### config.mk
export PLATFORM = sky130hd
export DESIGN_NAME = servo_pwm_decoder
export DESIGN_NICKNAME = d
export VERILOG_FILES = /design/src/rtl/servo_pkg.sv /design/src/rtl/sync_edge_detect.sv /design/src/rtl/servo_pwm_decoder.sv
export SDC_FILE = /design/constraint.sdc
export NUM_CORES = 1
export LEC_CHECK = 0
export BUFFER_PORTS_ARGS = -buffer_cell sky130_fd_sc_hd__buf_2
export CORE_MARGIN = 4
export CORE_UTILIZATION = 55
export CTS_BUF_LIST = sky130_fd_sc_hd__clkbuf_4
export CTS_CLUSTER_DIAMETER = 80
export CTS_CLUSTER_SIZE = 25
export DETAILED_ROUTE_END_ITERATION = 16
export PLACE_DENSITY = 0.76
export REMOVE_ABC_BUFFERS = 1
export SLEW_MARGIN = 20
export SYNTH_ARGS = -nofsm -noshare
export SYNTH_HDL_FRONTEND = slang
export SYNTH_SLANG_ARGS = --single-unit
### constraint.sdc
create_clock -name clk -period 2.8 [get_ports clk]
set_input_delay 0.14 -clock clk [delete_from_list [all_inputs] [get_ports clk]]
set_output_delay 0.14 -clock clk [all_outputs]
set_load 0.01 [all_outputs]
### src/rtl/servo_pkg.sv
// Types and default timing constants shared by the servo PWM decoder and generator.
// Defaults assume a 100 MHz clock.
package servo_pkg;

    typedef enum logic [1:0] {
        IDLE = 2'd0,
        HIGH = 2'd1,
        LOW  = 2'd2
    } state_t;

    localparam int DEF_MIN_WIDTH = 50000;
    localparam int DEF_MAX_WIDTH = 250000;
    localparam int DEF_TIMEOUT   = 4000000;

endpackage

### src/rtl/sync_edge_detect.sv
// Two-flop synchronizer plus a delay flop, producing the synchronized level
// and single-cycle rise/fall pulses.
module sync_edge_detect (
    input  logic clk,
    input  logic rst_n,
    input  logic din,
    output logic level,
    output logic rise,
    output logic fall
);

    logic       s1;
    logic       s2;
    logic       s_d;
    logic [2:0] primed;

    always_ff @(posedge clk or negedge rst_n) begin
        if (!rst_n) begin
            s1     <= 1'b0;
            s2     <= 1'b0;
            s_d    <= 1'b0;
            primed <= 3'b000;
        end else begin
            s1     <= din;
            s2     <= s1;
            s_d    <= s2;
            primed <= {primed[1:0], 1'b1};
        end
    end

    // A rise is only believed once s_d holds a real sample, so a line that is
    // already high when reset releases does not look like a fresh edge.
    assign level = s2;
    assign rise  = s2 & ~s_d & primed[2];
    assign fall  = ~s2 & s_d;

endmodule

### src/rtl/servo_pwm_decoder.sv
// Measures servo PWM high time and rise-to-rise period in clock cycles,
// flags out-of-range widths and declares loss of signal.
module servo_pwm_decoder
    import servo_pkg::*;
#(
    parameter int CNT_W     = 32,
    parameter int MIN_WIDTH = DEF_MIN_WIDTH,
    parameter int MAX_WIDTH = DEF_MAX_WIDTH,
    parameter int TIMEOUT   = DEF_TIMEOUT
) (
    input  logic             clk,
    input  logic             rst_n,
    input  logic             pwm_in,
    output logic [CNT_W-1:0] pulse_width,
    output logic [CNT_W-1:0] period,
    output logic             width_valid,
    output logic             period_valid,
    output logic             range_err,
    output logic             timeout,
    output state_t           fsm_state
);

    localparam logic [CNT_W-1:0] MIN_C = CNT_W'(MIN_WIDTH);
    localparam logic [CNT_W-1:0] MAX_C = CNT_W'(MAX_WIDTH);
    localparam logic [CNT_W-1:0] TO_C  = CNT_W'(TIMEOUT);

    state_t           state;
    state_t           state_nxt;
    logic             lost;
    logic             s;
    logic             rise;
    logic             fall;
    logic [CNT_W-1:0] hi_cnt;
    logic [CNT_W-1:0] per_cnt;

    sync_edge_detect u_sync (
        .clk   (clk),
        .rst_n (rst_n),
        .din   (pwm_in),
        .level (s),
        .rise  (rise),
        .fall  (fall)
    );

    function automatic logic [CNT_W-1:0] sat_inc(input logic [CNT_W-1:0] v);
        return (v >= TO_C) ? TO_C : v + CNT_W'(1);
    endfunction

    // Edges take priority over the timeout check in the same cycle.
    always_comb begin
        state_nxt = state;
        lost      = 1'b0;
        case (state)
            IDLE: if (rise) state_nxt = HIGH;
            HIGH: begin
                if (fall) begin
                    state_nxt = LOW;
                end else if (hi_cnt >= TO_C || per_cnt >= TO_C) begin
                    state_nxt = IDLE;
                    lost      = 1'b1;
                end
            end
            LOW: begin
                if (rise) begin
                    state_nxt = HIGH;
                end else if (per_cnt >= TO_C) begin
                    state_nxt = IDLE;
                    lost      = 1'b1;
                end
            end
            default: state_nxt = IDLE;
        endcase
    end

    always_ff @(posedge clk or negedge rst_n) begin
        if (!rst_n) begin
            state        <= IDLE;
            hi_cnt       <= '0;
            per_cnt      <= '0;
            pulse_width  <= '0;
            period       <= '0;
            width_valid  <= 1'b0;
            period_valid <= 1'b0;
            range_err    <= 1'b0;
            timeout      <= 1'b0;
        end else begin
            state        <= state_nxt;
            width_valid  <= 1'b0;
            period_valid <= 1'b0;
            range_err    <= 1'b0;
            case (state)
                IDLE: begin
                    if (rise) begin
                        hi_cnt  <= CNT_W'(1);
                        per_cnt <= CNT_W'(1);
                        timeout <= 1'b0;
                    end
                end
                HIGH: begin
                    if (fall) begin
                        pulse_width <= hi_cnt;
                        width_valid <= 1'b1;
                        range_err   <= (hi_cnt < MIN_C) || (hi_cnt > MAX_C);
                        per_cnt     <= sat_inc(per_cnt);
                    end else if (lost) begin
                        timeout <= 1'b1;
                    end else begin
                        hi_cnt  <= sat_inc(hi_cnt);
                        per_cnt <= sat_inc(per_cnt);
                    end
                end
                LOW: begin
                    if (rise) begin
                        period       <= per_cnt;
                        period_valid <= 1'b1;
                        hi_cnt       <= CNT_W'(1);
                        per_cnt      <= CNT_W'(1);
                    end else if (lost) begin
                        timeout <= 1'b1;
                    end else begin
                        per_cnt <= sat_inc(per_cnt);
                    end
                end
                default: ;
            endcase
        end
    end

    assign fsm_state = state;

endmodule

Word-level counts from Yosys, hierarchy flattened
Cells that the tools add are included.
{"block": "totals", "reg_bits": 140, "latchBits": 0, "mem_bits_rw": 0, "rom_bits": 0, "inputBits": 3, "output_inout_bits": 70, "wordCells": 77, "memories": 0}
{"block": "classes", "n_addsub": 2, "mul": 0, "div": 0, "n_lt_le_gt_ge": 4, "eq_ne": 9, "shift": 0, "muxes": 32, "bitwise": 5, "n_reduce_logical": 12}
{"cell": "32-bit two-way mux", "count": 8}
{"cell": "32-bit one-hot mux with 3 select lines", "count": 1}
{"cell": "32-bit by 1-bit adder with 32-bit output, second input constant", "count": 2}
{"cell": "32-bit by 22-bit >= comparator with 1-bit output, second input constant", "count": 2}
{"cell": "32-bit one-hot mux with 2 select lines", "count": 1}
{"cell": "32-bit by 18-bit > comparator with 1-bit output, second input constant", "count": 1}
{"cell": "32-bit by 16-bit less-than comparator with 1-bit output, second input constant", "count": 1}
{"cell": "1-bit two-way mux", "count": 14}
{"cell": "2-bit two-way mux", "count": 5}
{"cell": "2-bit inequality test, second input constant", "count": 4}
{"cell": "4-bit AND reduction", "count": 2}
{"cell": "3-bit inequality test, second input constant", "count": 2}
{"cell": "2-bit one-hot mux with 3 select lines", "count": 1}
{"cell": "2-bit AND reduction", "count": 3}
{"cell": "1-bit AND", "count": 3}
{"cell": "1-bit one-hot mux with 3 select lines", "count": 1}
{"cell": "3-bit AND reduction", "count": 1}
{"cell": "3-bit nonzero test", "count": 1}
{"cell": "2-bit by 1-bit equality test with 1-bit output, second input constant", "count": 1}
{"cell": "2-bit equality test, second input constant", "count": 1}
{"cell": "2-bit logical NOT", "count": 1}
{"cell": "1-bit logical OR", "count": 2}
{"cell": "2-bit by 1-bit inequality test with 1-bit output, second input constant", "count": 1}
{"cell": "1-bit NOT", "count": 2}
{"cell": "3 further kinds", "count": 3}

Longest topological paths before layout
Gate-level depths: netlist of the first run.
{"block": "logic_depth", "ltp_word": 8, "mapped_depth": 11, "mapped_depth_nobuf": 8}

By module
A second synthesis of the first run with hierarchy kept.
{"block": "hier_totals", "cells_unflattened": 701, "area_unflattened_um2": 6744.0}
{"mod": "servo_pwm_decoder", "instances": 1, "cells_each": 692, "area_per_inst_um2": 6575.1, "seq_area_each_um2": 3353.2}
{"mod": "sync_edge_detect", "instances": 1, "cells_each": 9, "area_per_inst_um2": 168.9, "seq_area_each_um2": 150.1}

Worst setup path before layout of the first run
No wires, ideal clock.
{"block": "synth_timing", "path_type": "flip-flop to flip-flop", "start": "reg state[0] (netlist: fsm_state[0])", "end": "reg hi_cnt[12]", "setup_time_ns": 0.069, "arrival_ns": 2.315, "t_required_ns": 2.731, "path_slack_ns": 0.416, "path_stages_with_launch": 10, "path_buffers": 3, "synth_period_minus_slack_ns": 2.384, "path_cell_list": "dfrtp_1 -> inv_1 -> ha_1 -> clkbuf_1 -> or2_2 -> clkbuf_1 -> a22o_1 -> buf_2 -> or4_1 -> nand3_1"}
{"block": "synth_via", "elab_chain_len": 4, "word_cells_on_any_way": 11, "classes_between": "eq/ne (5); mux (2); reduce/logical (4)"}
{"item": "from (decl)", "line": "servo_pwm_decoder.sv:27", "source": "state_t state;"}
{"item": "from (signal assigned)", "line": "servo_pwm_decoder.sv:87", "source": "state <= state_nxt;"}
{"item": "2-bit equality test (tied with other cells)", "line": "servo_pwm_decoder.sv:53, servo_pwm_decoder.sv:91"}
{"item": "1-bit one-hot mux with 2 select lines / 2-bit OR reduction (equally long branches)"}
{"item": "2-bit inequality test (no source line) (tied with other cells)"}
{"item": "4-bit AND reduction (no source line)"}
{"item": "to (signal assigned)", "line": "servo_pwm_decoder.sv:108", "source": "hi_cnt <= sat_inc(hi_cnt);"}
{"item": "to (decl)", "line": "servo_pwm_decoder.sv:33", "source": "logic [CNT_W-1:0] hi_cnt;"}
Parallel ways exist; a longest one is shown, timed or not.
A chain may end at the register's enable or synchronous reset.

Worst setup path after layout of the first run
{"block": "layout_timing", "start": "reg state[1] (netlist: fsm_state[1])", "end": "reg per_cnt[19]"}
{"block": "layout_via", "elab_chain_len": 5, "word_cells_on_any_way": 11, "classes_between": "eq/ne (3); mux (5); reduce/logical (3)"}
{"item": "2-bit equality test / 2-bit by 1-bit equality test with 1-bit output (equally long branches)", "line": "servo_pwm_decoder.sv:53, servo_pwm_decoder.sv:91"}
{"item": "1-bit one-hot mux with 2 select lines", "line": "servo_pwm_decoder.sv:53", "source": "case (state)"}
{"item": "32-bit two-way mux"}
{"item": "32-bit two-way mux, on equally long branches"}
{"item": "32-bit one-hot mux with 3 select lines", "line": "servo_pwm_decoder.sv:91", "source": "case (state)"}
{"item": "to (signal assigned)", "line": "servo_pwm_decoder.sv:104", "source": "per_cnt <= sat_inc(per_cnt);"}
{"item": "to (signal assigned)", "line": "servo_pwm_decoder.sv:109", "source": "per_cnt <= sat_inc(per_cnt);"}
{"item": "to (signal assigned)", "line": "servo_pwm_decoder.sv:121", "source": "per_cnt <= sat_inc(per_cnt);"}
{"item": "to (decl)", "line": "servo_pwm_decoder.sv:34", "source": "logic [CNT_W-1:0] per_cnt;"}
Parallel ways exist; a longest one is shown, timed or not.

==> results of run 1 <==
==> path summary, 6_finish.rpt <==
kind | from | end | slack [ns]
hold / removal | rst_n | pulse_width[6]$_DFFE_PN0P_ | 0.17
setup reg to reg | fsm_state[1]$_DFFE_PN0P_ | per_cnt[19]$_DFFE_PN0P_ | 0.20
max in group asynchronous | rst_n | timeout$_DFFE_PN0P_ | 1.82
hold reg to reg | u_sync.primed[0]$_DFF_PN0_ | u_sync.primed[1]$_DFF_PN0_ | 0.36
setup / recovery | fsm_state[1]$_DFFE_PN0P_ | per_cnt[19]$_DFFE_PN0P_ | 0.20
min in group clk | pwm_in | u_sync.s1$_DFF_PN0_ | 0.21
==> power by group <==
part,internal [mW],switching (mW)
registers,2.12,0.0895
clock network,0.886,0.718
logic,0.547,1.21
==> per-stage QoR <==
step | hold slack (ns) | util, % | setup slack [ns] | std cells | total power, mW
after floorplan | -0.156 | - | 0.0361 | 581 | 3.30
after global placement | 0.208 | 61.7 | 0.265 | 821 | 3.89
after detailed placement | 0.219 | 61.7 | 0.199 | 821 | 3.96
after CTS | 0.186 | 65.0 | 0.163 | 855 | 5.57
after global routing | 0.204 | 65.2 | 0.0302 | 855 | 5.91
final | 0.174 | 65.2 | 0.195 | 855 | 5.57
==> what timing repair did <==
item	CTS	global route
endpoints found under the setup margin	0	23
gates resized for setup	0	5
endpoints found under the hold margin	76	0
hold buffers	2	0
==> layer usage <==
layer / global-route usage [%] / routed length, microns / up-vias
met5: 0 / 0 / -
met4: 11.9 / 354 / 0
met3: 5.30 / 815 / 39
met2: 39.7 / 7730 / 193
met1: 29.9 / 6500 / 2570
li1: - / - / 2418
==> cell usage in the layout, fill, tap and decap left out, drive strengths merged, types with 2 or more instances in the layout <==
| cell | n |
|---|---|
| clkinv | 8 |
| a21boi | 2 |
| nand2 | 44 |
| a211o | 2 |
| bufinv | 6 |
| o41ai | 3 |
| and4 | 5 |
| a211oi | 5 |
| inv | 17 |
| a21o | 2 |
| a2111oi | 2 |
| buf | 97 |
| nor3 | 4 |
| o22a | 6 |
| nor2 | 52 |
| a41oi | 11 |
| and3 | 15 |
| a21oi | 34 |
| nor4 | 11 |
| o31ai | 15 |
| a22o | 4 |
| nand4 | 4 |
| clkbuf | 18 |
| and2 | 15 |
| dlygate4sd3 | 2 |
| nand3 | 22 |
| o21a | 3 |
| dfrtp | 140 |
| a2bb2oi | 3 |
| mux2 | 56 |
| or2 | 2 |
| ha | 8 |
| nand2b | 3 |
| or4 | 2 |
| o21ai | 54 |
| nor2b | 4 |
| a31oi | 16 |
==> cells by family (layout without fill, tap and decap cells) <==
logic type | Yosys count | in the layout | share of synthesized area, %
xor gates and xnor gates | 2 | 2 | 0.269
muxes | 57 | 57 | 9.84
adders and majority gates | 8 | 8 | 1.54
buffers and inverters | 48 | 148 | 3.06
and+or+nand+nor | 186 | 186 | 14.2
other | 1 | 1 | 0.0576
DFF | 140 | 140 | 53.8
AOI/OAI and AO/OA | 170 | 170 | 17.2
==> flip-flops by register name, summed over array words and instances (netlist names) <==
signal and count:
per_cnt 32, u_sync.level 1, range_err 1, fsm_state 2, u_sync.s_d 1, u_sync.primed 3
u_sync.s1 1, pulse_width 32, period 32, width_valid 1, period_valid 1, hi_cnt 32
timeout 1
==> final cells by class <==
class                   instances  area, sq um  area share, %
multi-input cells             424         2830           37.7
flip-flops and latches        140         3500           46.7
inverters                      17         63.8          0.850
repair buffers                 99          574           7.65
clock buffers                  18          135           1.80
well taps                     143          179           2.38
clock inverters                14          224           2.98
==> flow_summary_export.csv, run 1 <==
group,metric,value,unit
status,status,"finished, final reports clean",
synth,synth_seq_cells,140,
worst_setup_path,start_kind,"flop",
clocking,clock_sinks,140,
routing,vias,5220,
routing,post_drt_wl_per_cell,18.0,microns
routing,antenna_left,0,
worst_setup_path,crit_required,3.31,ns
synth,synth_top_area_share,53.8,%
synth,synth_commonest_cells,"140 x dfrtp_1, 56 x mux2_2, 53 x o21ai_0",
die,fp.dieW,117,microns
synth,ys_seq_area_share,53.8,%
clocking,cts_buffers,17,
timing,max_slew.worst_pin.slew,0.829,ns
worst_setup_path,rr_worst_depth,8,
clocking,cts_root_buf,"clkbuf_4",
die,fp.dieH,117,microns
final_layout,layout.nets,710,
die,dieArea,0.0136,sq mm
flow_run,maxCapViolCount,0,
timing,fmax,384,MHz
clocking,clk_latency,0.56,ns
routing,routed_wl,15.4,mm
die,rows,39,
synth,postSynthCellCount,612,
clocking,cts_tree,"yes",
worst_setup_path,max_stage_delay,0.73,ns
timing,hold_viol,0,
timing,finalCritPeriodShare,93.0,%
clocking,cts_setup_buffers,0,
timing,skew,0.0122,ns
worst_setup_path,cp.depth,8,
timing,finalSetupViolations,0,
final_layout,n_antenna_cell,0,
synth,ys_types,60,
global_route,track_usage,24.0,%
timing,fin_crit,2.60,ns
worst_setup_path,critPathArrivalTime,3.12,ns
pwr,powerDensity,742,mW/mm^2
routing,viasPerCell,6.11,
timing,setup_tns,0,ns
worst_setup_path,path_common_cell,"a21oi_1",
timing,final_max_slew_viol_count,0,
final_layout,area_delta_synth_final,15.4,%
global_route,overflow,0,
synth,synth_area,0.00651,sq mm
synth,ys_warn_count,0,
synth,synth_most_common_cell,"dfrtp_1",
synth,yosys-top-cells-area,"dfrtp_1 54%, mux2_2 9.7%, o21ai_0 4.1%, nor2_1 3.0%, a21oi_1 2.6%",
placed_design,dpl_cell_area,0.00711,sq mm
die,pin_count,73,
placed_design,gp_congestion,0.931,
synth,async_flop_share,100,%
pwr,ir_worst_vdd,389,uV
worst_hold_path,min_path_type,"primary input to async pin",
worst_setup_path,critPathTopFamily,"compound AO/OA/AOI/OAI gates",
clocking,cts-htree-levels,4,
worst_setup_path,crit_slowest_cell,"a21oi_1",
worst_setup_path,critical_path_class,"flop to flop",
die,core,0.0115,sq mm
worst_setup_path,crit_path_end_kind,"flop",
final_layout,design_area,0.00751,sq mm
final_layout,layout-drive-gt1-share,27.7,%
placed_design,port_buffers,72,
synth,synthFlopType,"dfrtp_1",
global_route,grt_pass1_wl,25.6,mm
placed_design,dp_hpwl,10.6,mm
clocking,clk_pin_slew,0.12,ns
synth,syn_area_per_cell,10.6,sq um
routing,drtIter0Drc,444,
pwr,leakage,3.78,nW
worst_setup_path,path_cells,"inv_1, ha_1, and2_1, a21oi_1, a21oi_1, o41ai_1, a41oi_1, o22a_1",
routing,drt_first_pass_iters,5,
worst_setup_path,worstPathMaxFanout,8,
global_route,grt_max_degree,79,
global_route,antenna_found_initial,0,
synth,synth_edf_count,0,
die,start_util,56.5,%
final_layout,fill_cells,957,
timing,rsz0062_at_grt,"no",
timing,slew_headroom,44.7,%
routing,post-route-drc-count,0,
synth,synth.largest_area_cell,"dfrtp_1",
worst_setup_path,crit_buf_inv,1,
global_route,grt_pass1_vias,5312,
clocking,clockBufferDepth,2,
No activity file was read; power rests on OpenSTA's default activity.
==> run 2: changes to the inputs <==
- ABC_AREA: not set -> 1
- CAP_MARGIN: not set -> 25
- PLACE_DENSITY: 0.76 -> not set
- PLACE_DENSITY_LB_ADDON: not set -> 0.08
==> run 2 against run 1 <==
Flip-flop and latch count unchanged. Via count grew 20%. Clock skew grew 0.0014 ns. Clock-buffer cell count fell by 1. Clock power is 13% lower. Combinational power decreased by 16%. Register-to-register slack gained 0.26 ns. Worst hold slack lost 0.025 ns. Cell area up 6.2%. Largest power group unchanged. Total power is 8.8% lower. Die area increased by 9.3%. Synthesized area grew 10%.
==> flow_summary_export.csv, run 2 <==
group,metric,value,unit
synth,ys_seq_area_share,48.9,%
routing,drtIter0Drc,407,
worst_setup_path,r2r-start,"fsm_state[1]$_DFFE_PN0P_",
timing,rsz0062_at_grt,"no",
global_route,overflow,0,
worst_setup_path,start_kind,"flop",
placed_design,dp_hpwl,12.6,mm
final_layout,layout.nets,990,
worst_setup_path,crit_required,3.25,ns
worst_setup_path,worstPathMaxFanout,10,
die,pin_count,73,
final_layout,seq_area,0.00350,sq mm
synth,synth_seq_cells,140,
synth,ys_types,40,
synth,syn_area_per_cell,7.88,sq um
synth,async_flop_share,100,%
synth,postSynthCellCount,909,
synth,synth_most_common_cell,"nand2_1",
worst_setup_path,critical_path_class,"flop to flop",
worst_setup_path,crit_slowest_cell,"dfrtp_1",
global_route,grt_pass1_vias,6183,
placed_design,port_buffers,72,
synth,synthFlopType,"dfrtp_1",
pwr,powerDensity,637,mW/mm^2
final_layout,design_area,0.00797,sq mm
timing,hold_viol,0,
die,dieArea,0.0149,sq mm
final_layout,area_delta_synth_final,11.3,%
clocking,ctsHoldBuffers,2,
synth,synth_top_area_share,48.9,%
worst_setup_path,crit_path_end_kind,"flop",
clocking,clockBufferDepth,2,
timing,final_max_slew_viol_count,0,
worst_setup_path,max_stage_delay,0.45,ns
clocking,clk_latency,0.58,ns
global_route,track_usage,25.3,%
pwr,power_switching,2.02,mW
global_route,grt_pass1_wl,29.8,mm
clocking,cts_setup_buffers,0,
routing,vias,6267,
synth,synth_area,0.00716,sq mm
synth,ys_warn_count,0,
final_layout,final_cell_mix,"248 x nand2_1, 140 x dfrtp_1, 90 x o21ai_0",
pwr,combinationalPowerShare,28.9,%
clocking,cts_buffers,17,
routing,viasPerCell,5.38,
pwr,leakage,3.92,nW
timing,skew,0.0136,ns
worst_setup_path,path_cells,"inv_1, ha_1, nand2_1, nand2_1, inv_2, nor2_1, nand2_1, inv_4, nand3_2, nand2_2, o21ai_0, nand2_1, o21ai_0",
clocking,clock_sinks,140,
timing,finalSetupViolations,0,
die,fp.dieW,122,microns
timing,max_slew.worst_pin.slew,0.628,ns
clocking,cts_root_buf,"clkbuf_4",
worst_setup_path,rr_endpoint,"per_cnt[13]$_DFFE_PN0P_",
final_layout,layout-drive-gt1-share,17.0,%
die,start_util,56.5,%
global_route,antenna_found_initial,1,
clocking,cts_tree,"yes",
final_layout,final_common_cell,"nand2_1",
pwr,power.internal,3.06,mW
final_layout,multiInputGateArea,0.00306,sq mm
routing,post-route-drc-count,0,
die,core,0.0127,sq mm
final_layout,fill_cells,1182,
placed_design,dpl_cell_area,0.00764,sq mm
routing,routed_wl,17.6,mm
status,status,"finished, final reports clean",
die,rows,41,
worst_setup_path,regToRegSetupSlack,0.45,ns
pwr,clkPwrFrac,27.6,%
timing,fin_crit,2.35,ns
routing,drt_first_pass_iters,5,
clocking,cts-htree-levels,4,
worst_hold_path,min_path_type,"primary input to async pin",
synth,synth.largest_area_cell,"dfrtp_1",
pwr,ir_worst_vdd,362,uV
clocking,clk_pin_slew,0.13,ns
global_route,grt_max_degree,68,
timing,finalCritPeriodShare,83.8,%
placed_design,gp_congestion,0.941,
clocking,post_cts_resized,0,
die,fp.dieH,122,microns
pwr,fin_total_pwr,5.08,mW
routing,antenna_left,0,
flow_run,maxCapViolCount,0,
worst_setup_path,crit_buf_inv,3,
synth,synth_edf_count,0,
routing,post_drt_wl_per_cell,15.1,microns
timing,slew_headroom,58.1,%
pwr,p_sw_share,39.8,%
worst_setup_path,rr_worst_depth,13,
synth,synth_commonest_cells,"249 x nand2_1, 140 x dfrtp_1, 90 x o21ai_0",
worst_setup_path,path_common_cell,"nand2_1",
timing,fmax,426,MHz
worst_setup_path,critPathTopFamily,"simple AND/OR/NAND/NOR gates",
synth,yosys-top-cells-area,"dfrtp_1 49%, nand2_1 13%, o21ai_0 6.3%, inv_1 4.7%, nor2_1 3.5%",
worst_setup_path,critPathArrivalTime,2.80,ns
pwr,seqPwrFrac,43.5,%
-- run 2: power by group through the flow --
stage | combinational [mW] | sequential [mW] | clock [mW]
after floorplan | 0.920 | 2.26 | 0
after global placement | 1.44 | 2.24 | 0
after detailed placement | 1.47 | 2.25 | 0
after CTS | 1.48 | 2.21 | 1.44
after global routing | 1.62 | 2.22 | 1.53
final | 1.47 | 2.21 | 1.40
-- run 2: cells by family after synthesis --
| logic type | Yosys count | share of synthesized area, % |
|---|---|---|
| AOI/OAI and AO/OA | 170 | 12.7 |
| xor gates and xnor gates | 13 | 1.59 |
| adders and majority gates | 8 | 1.40 |
| and+or+nand+nor | 439 | 27.0 |
| other | 1 | 0.0524 |
| buffers and inverters | 138 | 8.33 |
| DFF | 140 | 48.9 |
-- run 2: how the worst max path moves through the flow --
stage	start	to	depth (start not counted)
2_1_floorplan	fsm_state[1]$_DFFE_PN0P_	hi_cnt[5]$_DFFE_PN0P_	9
3_3_place_gp	fsm_state[1]$_DFFE_PN0P_	per_cnt[13]$_DFFE_PN0P_	13
3_5_place_dp	fsm_state[0]$_DFFE_PN0P_	hi_cnt[0]$_DFFE_PN0P_	9
4_1_cts	fsm_state[0]$_DFFE_PN0P_	hi_cnt[0]$_DFFE_PN0P_	9
5_1_grt	fsm_state[1]$_DFFE_PN0P_	per_cnt[13]$_DFFE_PN0P_	13
6_report	fsm_state[1]$_DFFE_PN0P_	per_cnt[13]$_DFFE_PN0P_	13
-- run 2: metrics by stage --
stage                     TNS [ns]  setup slack (ns)  util [%]  cells  hold WS (ns)
final                            0             0.453      62.9   1165         0.149
after global routing             0             0.229      62.9   1165         0.163
after CTS                        0             0.441      62.9   1164         0.127
after detailed placement         0             0.479      60.3   1130         0.180
after global placement           0             0.575      60.3   1130         0.168
after floorplan              -1.53            -0.130         -    875        -0.156
-- run 2: metal layers --
metal | GRT usage (%) | part of all wire [%] | vias up
li1 | - | - | 3075
met4 | 11.8 | 3.2 | 0
met1 | 31.5 | 42 | 2942
met2 | 42.3 | 50 | 204
met3 | 5.57 | 5.3 | 46
met5 | 0 | 0 | -
-- run 2: cell type report --
type / instances / share of cell area, %
clock inverter: 15 / 2.20
tap: 172 / 2.70
multi-input combinational: 631 / 38.4
sequential: 140 / 44.0
antenna: 1 / 0.0314
inverter: 104 / 5.02
clock buffer: 17 / 1.60
timing repair buffer: 85 / 6.04
==> run 3: changes to the inputs <==
- clock period: 2.8 -> 2.2 ns (I/O delays scaled with it)
==> run 3 against run 2 <==
Sequential share of layout area fell by 1.5 points. Cell count rose by 2.7%. Global-route usage rose by 0.59 points. Largest power group unchanged. Via count rose by 2.6%. Critical path depth did not move. Largest cell class unchanged. Non-clock buffer count rose by 29. Combinational power rose by 47%. Setup slack got worse by 0.31 ns. Highest routed layer unchanged. Clock-buffer cell count did not move.
==> flow_summary_export.csv, run 3 (synthesis gave the netlist of run 2 again) <==
group,metric,value,unit
status,status,"finished, final reports clean",
worst_setup_path,path_common_cell,"nand2_1",
die,core,0.0127,sq mm
clocking,clock_sinks,140,
flow_run,maxCapViolCount,0,
routing,antenna_left,0,
worst_setup_path,crit_buf_inv,3,
routing,post-route-drc-count,0,
global_route,grt_pass1_wl,30.4,mm
die,dieArea,0.0149,sq mm
worst_setup_path,crit_required,2.65,ns
timing,max_slew.worst_pin.slew,0.514,ns
timing,fin_ws,0.148,ns
timing,holdWs,0.187,ns
worst_setup_path,critPathTopFamily,"simple AND/OR/NAND/NOR gates",
global_route,antenna_found_initial,1,
final_layout,design_area,0.00825,sq mm
worst_setup_path,crit_path_end_kind,"flop",
worst_setup_path,crit_slowest_cell,"dfrtp_1",
clocking,cts_tree,"yes",
clocking,clk_latency,0.56,ns
global_route,overflow,0,
final_layout,final_common_cell,"nand2_1",
routing,post_drt_wl_per_cell,15.2,microns
worst_setup_path,max_stage_delay,0.49,ns
worst_hold_path,holdCritStartpoint,"pwm_in",
worst_setup_path,r2r-start,"per_cnt[12]$_DFFE_PN0P_",
die,fp.dieH,122,microns
routing,drtIter0Drc,486,
timing,setup_tns,0,ns
clocking,clockBufferDepth,2,
clocking,cts-htree-levels,4,
die,rows,41,
timing,final_max_slew_viol_count,0,
timing,fmax,487,MHz
die,start_util,56.5,%
timing,finalCritPeriodShare,93.3,%
pwr,powerDensity,802,mW/mm^2
worst_setup_path,start_kind,"flop",
timing,rsz0062_at_grt,"no",
worst_hold_path,whs_endpoint,"u_sync.s1$_DFF_PN0_",
routing,vias,6427,
global_route,grt_pass1_vias,6189,
worst_hold_path,holdPathStages,2,
worst_hold_path,min_path_type,"primary input to flop",
final_layout,layout.nets,1021,
worst_setup_path,critical_path_class,"flop to flop",
timing,slew_headroom,65.8,%
worst_setup_path,regToRegSetupSlack,0.15,ns
clocking,clk_pin_slew,0.14,ns
clocking,cts_buffers,17,
clocking,cts_root_buf,"clkbuf_4",
pwr,ir_worst_vdd,635,uV
worst_setup_path,rr_endpoint,"hi_cnt[2]$_DFFE_PN0P_",
routing,routed_wl,18.2,mm
placed_design,dpl_cell_area,0.00783,sq mm
routing,drt_first_pass_iters,5,
worst_setup_path,rr_worst_depth,13,
timing,skew,0.0229,ns
placed_design,pre_cts_ws,0.0829,ns
routing,viasPerCell,5.37,
pwr,leakage,4.06,nW
final_layout,area_delta_synth_final,15.2,%
final_layout,layout-drive-gt1-share,19.9,%
final_layout,final_cell_mix,"247 x nand2_1, 140 x dfrtp_1, 89 x inv_1, 89 x o21ai_0, 71 x buf_2",
timing,finalSetupViolations,0,
placed_design,gp_congestion,0.954,
timing,hold_viol,0,
placed_design,port_buffers,72,
worst_setup_path,critPathArrivalTime,2.50,ns
final_layout,fill_cells,1160,
worst_setup_path,worstPathMaxFanout,10,
timing,fin_crit,2.05,ns
placed_design,dp_hpwl,13.0,mm
global_route,track_usage,25.9,%
global_route,grt_max_degree,55,
die,pin_count,73,
die,fp.dieW,122,microns
worst_setup_path,path_cells,"inv_2, nand2_1, nor2_1, nand2_1, nand2_1, nand2_1, inv_2, nand2_8, nand3_4, nand2_8, buf_4, a21oi_1, a21oi_1",
run 3: cell count changes in the layout (fill, tap and decap cells not counted), moves of 2 or more:
| cell | change |
|---|---|
| buf_4 | +27 |
| nand2_4 | +2 |
| nor2_1 | -2 |
| nor2_2 | +2 |
run 3: area by class of cell:
type / instances / area, sq um / share of cell area (%)
inverter: 104 / 409 / 4.96
tap: 172 / 215 / 2.61
clock inverter: 15 / 150 / 1.82
antenna: 1 / 2.50 / 0.0303
sequential: 140 / 3500 / 42.5
clock buffer: 17 / 128 / 1.55
multi-input combinational: 633 / 3130 / 37.9
timing repair buffer: 114 / 714 / 8.66
run 3: worst max-delay path by stage:
stage | from | to | slack (ns) | depth (start not counted)
after floorplan | fsm_state[1]$_DFFE_PN0P_ | hi_cnt[5]$_DFFE_PN0P_ | -0.73 | 9
after global placement | fsm_state[1]$_DFFE_PN0P_ | hi_cnt[3]$_DFFE_PN0P_ | 0.20 | 13
after detailed placement | fsm_state[1]$_DFFE_PN0P_ | per_cnt[13]$_DFFE_PN0P_ | 0.08 | 13
after CTS | fsm_state[0]$_DFFE_PN0P_ | hi_cnt[0]$_DFFE_PN0P_ | 0.05 | 9
after global routing | hi_cnt[30]$_DFFE_PN0P_ | hi_cnt[0]$_DFFE_PN0P_ | 0.01 | 11
final | per_cnt[12]$_DFFE_PN0P_ | hi_cnt[2]$_DFFE_PN0P_ | 0.15 | 13
run 3: what timing repair did:
item | CTS | global route
hold buffers | 4 | 0
setup endpoints to repair | 0 | 38
buffers inserted | 0 | 3
resized for setup | 0 | 14
hold endpoints to repair | 141 | 0
run 3: report_power, final:
group	internal [mW]	switching (mW)	leakage, nW
Sequential	2.70	0.111	1.92
Combinational	0.622	1.53	1.98
Clock	0.600	1.05	0.150
Total	3.92	2.69	4.06
run 3: routing by layer:
metal | global-route usage (%) | wire (microns) | vias up
met4 | 10.0 | 405 | 0
met1 | 33.4 | 7880 | 3070
met2 | 43.3 | 9130 | 176
li1 | - | - | 3140
met3 | 5.20 | 749 | 41
met5 | 0 | 0 | -
run 3: per-stage QoR:
step / instances / power, mW / util, %
2_1_floorplan: 875 / 4.04 / -
3_3_place_gp: 1154 / 4.76 / 61.8
3_5_place_dp: 1154 / 4.81 / 61.8
4_1_cts: 1190 / 6.48 / 64.3
5_1_grt: 1196 / 7.01 / 65.1
6_report: 1196 / 6.61 / 65.1
